## src/rtl/rr_arb_pkg.sv

```systemverilog
// Shared constants and types for the eight-client round-robin arbiter.
// Purely combinational helpers; no latency, no flow control.
package rr_arb_pkg;

  localparam int NUM_REQ = 8;
  localparam int IDX_W   = 3;
  localparam int HOLD_W  = 8;

  typedef enum logic {
    ST_IDLE  = 1'b0,
    ST_GRANT = 1'b1
  } state_e;

  function automatic logic [NUM_REQ-1:0] idx2onehot(input logic [IDX_W-1:0] idx);
    idx2onehot = NUM_REQ'(1) << idx;
  endfunction

endpackage

```

## src/rtl/prio_enc_lsb8.sv

```systemverilog
// Lowest-set-bit encoder over eight request lines.
// Combinational, zero latency; idx is 0 when no bit is set.
module prio_enc_lsb8
  import rr_arb_pkg::*;
(
  input  logic [NUM_REQ-1:0] req_i,
  output logic [IDX_W-1:0]   idx_o,
  output logic               any_o
);

  always_comb begin
    idx_o = '0;
    for (int i = NUM_REQ - 1; i >= 0; i--) begin
      if (req_i[i]) idx_o = IDX_W'(i);
    end
  end

  assign any_o = |req_i;

endmodule

```

## src/rtl/rr_arbiter_8.sv

```systemverilog
// Round-robin arbiter for eight clients: grant held until owner drops req; 1-cycle grant/release latency,
// one idle cycle between owners. RR_ARB_TIMEOUT_EN adds a MAX_HOLD limit with a timeout pulse.
module rr_arbiter_8
  import rr_arb_pkg::*;
#(
  parameter int unsigned MAX_HOLD = 16
) (
  input  logic               clk,
  input  logic               rst,
  input  logic [NUM_REQ-1:0] req,
  output logic [NUM_REQ-1:0] gnt,
  output logic [IDX_W-1:0]   gnt_idx,
`ifdef RR_ARB_TIMEOUT_EN
  output logic               timeout,
`endif
  output logic               gnt_valid
);

  if (MAX_HOLD < 2 || MAX_HOLD > 255) begin : g_max_hold_out_of_range
  end

  state_e             state_q;
  logic [IDX_W-1:0]   ptr_q;
  logic [NUM_REQ-1:0] gnt_q;
  logic [IDX_W-1:0]   gnt_idx_q;
  logic               gnt_valid_q;

  logic [NUM_REQ-1:0] masked;
  logic [IDX_W-1:0]   m_idx, r_idx, winner;
  logic               m_any, r_any;
  logic               owner_req;
  logic               force_rel;

  // Clients below the pointer lose priority until the raw fallback picks them.
  assign masked = req & (8'hFF << ptr_q);

  prio_enc_lsb8 u_enc_masked (.req_i(masked), .idx_o(m_idx), .any_o(m_any));
  prio_enc_lsb8 u_enc_raw    (.req_i(req),    .idx_o(r_idx), .any_o(r_any));

  assign winner    = m_any ? m_idx : r_idx;
  assign owner_req = req[gnt_idx_q];

`ifdef RR_ARB_TIMEOUT_EN
  logic [HOLD_W-1:0] hold_q;
  logic              timeout_q;

  assign force_rel = (hold_q == HOLD_W'(MAX_HOLD - 1));
  assign timeout   = timeout_q;
`else
  assign force_rel = 1'b0;
`endif

  always_ff @(posedge clk or posedge rst) begin
    if (rst) begin
      state_q     <= ST_IDLE;
      ptr_q       <= '0;
      gnt_q       <= '0;
      gnt_idx_q   <= '0;
      gnt_valid_q <= 1'b0;
`ifdef RR_ARB_TIMEOUT_EN
      hold_q      <= '0;
      timeout_q   <= 1'b0;
`endif
    end else begin
      case (state_q)
        ST_IDLE: begin
`ifdef RR_ARB_TIMEOUT_EN
          timeout_q <= 1'b0;
          hold_q    <= '0;
`endif
          if (r_any) begin
            gnt_q       <= idx2onehot(winner);
            gnt_idx_q   <= winner;
            gnt_valid_q <= 1'b1;
            state_q     <= ST_GRANT;
          end
        end
        ST_GRANT: begin
          // A voluntary release on the limit cycle wins, so no timeout pulse then.
          if (!owner_req || force_rel) begin
            gnt_q       <= '0;
            gnt_idx_q   <= '0;
            gnt_valid_q <= 1'b0;
            ptr_q       <= gnt_idx_q + IDX_W'(1);
            state_q     <= ST_IDLE;
`ifdef RR_ARB_TIMEOUT_EN
            timeout_q   <= owner_req;
`endif
          end
`ifdef RR_ARB_TIMEOUT_EN
          else begin
            hold_q <= hold_q + HOLD_W'(1);
          end
`endif
        end
        default: state_q <= ST_IDLE;
      endcase
    end
  end

  assign gnt       = gnt_q;
  assign gnt_idx   = gnt_idx_q;
  assign gnt_valid = gnt_valid_q;

endmodule

```

## config.mk

```make
export PLATFORM = sky130hd
export DESIGN_NAME = rr_arbiter_8
export DESIGN_NICKNAME = d
export VERILOG_FILES = /design/src/rtl/rr_arb_pkg.sv /design/src/rtl/prio_enc_lsb8.sv /design/src/rtl/rr_arbiter_8.sv
export SDC_FILE = /design/constraint.sdc
export NUM_CORES = 1
export LEC_CHECK = 0
export ABC_AREA = 1
export CORE_ASPECT_RATIO = 0.75
export CORE_MARGIN = 4
export CORE_UTILIZATION = 35
export DETAILED_ROUTE_END_ITERATION = 8
export PLACE_DENSITY = 0.66
export SLEW_MARGIN = 20
export SYNTH_ARGS = -nofsm -noshare
export SYNTH_HDL_FRONTEND = slang
export SYNTH_SLANG_ARGS = --single-unit
```

## constraint.sdc

```tcl
create_clock -name clk -period 1.8 [get_ports clk]
set_clock_uncertainty 0.1 [all_clocks]
set_input_delay 0.36 -clock clk [delete_from_list [all_inputs] [get_ports clk]]
set_output_delay 0.36 -clock clk [all_outputs]
set_load 0.02 [all_outputs]
```

==> results of run 1 <==
per-layer routing:
layer | global-route usage | up-vias | wire length [µm]
met3 | 0.0522 | 12 | 206
met4 | 0.0519 | 0 | 76
met5 | 0 | - | 0
met2 | 0.220 | 46 | 1110
met1 | 0.211 | 482 | 1330
li1 | - | 531 | -
layout by cell type (no fill, tap or decap):
cell	instances
dlygate4sd2_1	2
a21oi_1	4
buf_2	1
o211ai_1	2
xnor2_1	1
buf_6	1
dfrtp_1	14
o21ai_2	2
nor2_4	3
o21ai_1	2
nand2_4	2
nand3_1	12
dlymetal6s2s_1	4
ha_1	1
inv_1	9
inv_2	5
nand3_4	1
o21bai_1	1
nand2_1	48
nand4_1	5
a21oi_4	1
o21ai_0	8
a21oi_2	2
clkdlybuf4s50_1	15
buf_4	11
nand2_2	4
dfrtp_2	2
clkbuf_8	4
nor2_1	8
cells in the mapped netlist, drive strengths merged:
cell	instances
nand2	54
dfrtp	16
inv	14
nand3	13
o21ai	12
nor2	11
a21oi	7
nand4	5
buf	2
o211ai	2
ha	1
o21bai	1
xnor2	1
flip-flops by register name (all words and copies together) (netlist names):
name,count
gnt,8
gnt_idx,3
gnt_valid,1
ptr_q,3
state_q,1
timing repair:
action,4_1_cts,5_1_grt
pin swaps,0,5
cloned,0,1
buffers inserted,0,2
hold buffers,0,0
setup endpoints to repair,2,15
resized for setup,3,21
hold endpoints to repair,0,0
through the flow:
step | util | hold slack [ns] | TNS (ns) | area, µm²
finish | 0.540 | 0.316 | 0 | 1440
global route | 0.540 | 0.345 | 0 | 1440
CTS | 0.512 | 0.322 | 0 | 1360
detailed placement | 0.492 | 0.369 | -2.84 | 1310
global placement | 0.492 | 0.369 | -2.33 | 1310
floorplan | - | 0.174 | 0 | 991
path summary, 6_finish.rpt:
check                                from          to  cells after the start
min in group clk                   gnt[0]      gnt[0]                      2
worst max register to register   ptr_q[2]      gnt[2]                     10
max in group asynchronous             rst  gnt_idx[0]                      3
worst min-delay path                  rst    ptr_q[0]                      3
worst min register to register     gnt[0]      gnt[0]                      2
worst max-delay path            gnt_valid   gnt_valid                      1
kinds of logic after synthesis:
| kind of cell | count (synthesis) | share of synthesized area |
|---|---|---|
| and+or+nand+nor | 83 | 0.386 |
| AOI/OAI and AO/OA | 22 | 0.122 |
| buffers and inverters | 16 | 0.0657 |
| DFF | 16 | 0.404 |
| xor gates and xnor gates | 1 | 0.00884 |
| adders and majority gates | 1 | 0.0126 |
layout make-up:
type                    instances  area [µm²]  share of cell area
inverters                      14        52.6              0.0366
clock buffers                   4        55.1              0.0383
multi-input cells             107         566               0.393
well taps                      36        45.0              0.0313
repair buffers                 34         317               0.220
flip-flops and latches         16         403               0.280
power by group through the flow:
stage               clock, µW  sequential [µW]  combinational, µW
detailed placement          0              671               1160
CTS                       325              666               1160
global placement            0              676               1150
global route              341              704               1470
floorplan                   0              752                613
finish                    319              684               1320
==> out/qor.txt, run 1 <==
CTS
----------------------------------------------------------------------------------------
Max Buffers Root-to-Sink                                                               2
Clock insertion delay at the later pin of the skew report                        0.25 ns
Clock buffers created by TritonCTS                                                     3
TritonCTS clock tree                                                                done
Sink count of the clock tree                                                          16
Clock-pin slew on the worst setup and hold paths                                 0.06 ns
Root buffer cell                                                                clkbuf_8
H-tree depth                                                                           1

SYNTHESIS
----------------------------------------------------------------------------------------
Synth Net Count                                                                      150
Synth Cell Area                                                                  991 µm²
FF+latch count, synth                                                                 16
Cells taking the most area after synthesis                                  dfrtp_1 (40%), nand2_1 (19%), nand3_1 (6.1%), o21ai_0 (4.5%), inv_1 (4.5%)
Average footprint of a synthesized cell                                         7.13 µm²
Leading area contributor after synthesis                                         dfrtp_1
Portion of the post-synthesis area used by sequential elements                     0.404
Post-Syn Instances                                                                   139
Fraction of post-synthesis cell area in the top cell type by area                  0.404
Warnings from Yosys                                                                    0
Yosys cell types                                                                      21

LAYOUT
----------------------------------------------------------------------------------------
Final cell count without fillers                                                     211
Nets                                                                                 187
Antenna Diode Count                                                                    0
Fraction of final layout cells with drive strength greater than 1                  0.223
Fill count                                                                           251
Synthesis-to-finish area growth                                                    45.1%

POWER
----------------------------------------------------------------------------------------
Worst vdd ir                                                                      748 µV
Sequential fraction of design power                                                0.295
Part of the power in combinational logic                                           0.568
Internal power of the cells                                                      1260 µW
Clock network fraction of design power                                             0.137
Total power                                                                      2320 µW
Net load switching power                                                         1060 µW
Net Sw Frac                                                                        0.457
Power per Cell Area                                                          1610 nW/µm²
Pleak                                                                        0.000730 µW

TIMING
----------------------------------------------------------------------------------------
Part of the cycle the worst path needs                                             0.943
Hold Violations, Final                                                                 0
Minimum clock period after layout                                                1.70 ns
Slew at the pin with the worst max-slew slack                                   0.291 ns
RSZ-0062 raised after global routing                                                  no
Fin. max-slew vios                                                                     0
Final Worst Setup Slack                                                         0.103 ns
Total setup violations reported at the end of the flow                                 0
Worst rel slew slack                                                               0.805
Top achievable clock speed                                                     0.589 GHz

PLACED DESIGN
----------------------------------------------------------------------------------------
Cell Count Post-Placement                                                            204
Worst setup timing slack at the placement stage                                -0.252 ns
IO Port Bufs                                                                          21
Dpl hpwl                                                                         2030 µm
RePlAce Congestion                                                                 0.918

GLOBAL ROUTING
----------------------------------------------------------------------------------------
Largest net degree at the start of global routing                                     17
Overflow left after global routing                                                     0
Via count of the first global-routing pass                                           951
Wire length of the first global-routing pass                                     4420 µm
Antenna violations before repair                                                       0
Global-route usage over all layers                                                 0.152

CRITICAL PATH
----------------------------------------------------------------------------------------
Setup slack of the worst register-to-register path                               0.16 ns
Category of cells accounting for the largest share of critical-path delay   buffers and inverters
Master of the slowest instance on the critical path                         clkdlybuf4s50_1
Type of element capturing the critical path                                  output port
Number of buffer and inverter stages on the critical path                              1
CP max FO                                                                              2
Critical Setup Path Class                                                   flip-flop to output port
Cells along the critical path                                               clkdlybuf4s50_1
Worst setup SP type                                                            flip-flop
Endpoint arrival time on the critical path                                       1.24 ns
Worst path required time                                                         1.34 ns
Crit-path max cell delay                                                         0.61 ns

FLOORPLAN
----------------------------------------------------------------------------------------
Chip Width                                                                       69.4 µm
Floorplan die area                                                              3760 µm²
IO Pins                                                                               22
Area inside the core boundary                                                   2660 µm²
Starting Density                                                                   0.372
Chip height                                                                      54.1 µm
Row Count                                                                             16

DETAILED ROUTING
----------------------------------------------------------------------------------------
Via Count                                                                           1071
Via/cell ratio                                                                      5.08
Drt initial violations                                                               121
Final routed wirelength across all metal layers                                  2730 µm
Number of iterations in the first detailed-routing pass                                4
Count of unresolved DRC violations after routing                                       0
Detail-routed net length per standard cell                                       12.9 µm
Final ANT Viol Nets                                                                    0

OUTCOME
----------------------------------------------------------------------------------------
Run status                                                                  finished, final reports clean

JOB
----------------------------------------------------------------------------------------
Number of violations of the max-capacitance limit                                      0

WORST HOLD PATH
----------------------------------------------------------------------------------------
Type of the tightest min-delay check                                        primary input to async pin

(Power assumes the default switching activity.)
==> run 2, diff against run 1 <==
- SLEW_MARGIN: 20 -> 40
==> results of run 2 <==
No change in the layout: final DEF, timing and power equal those of run 1.
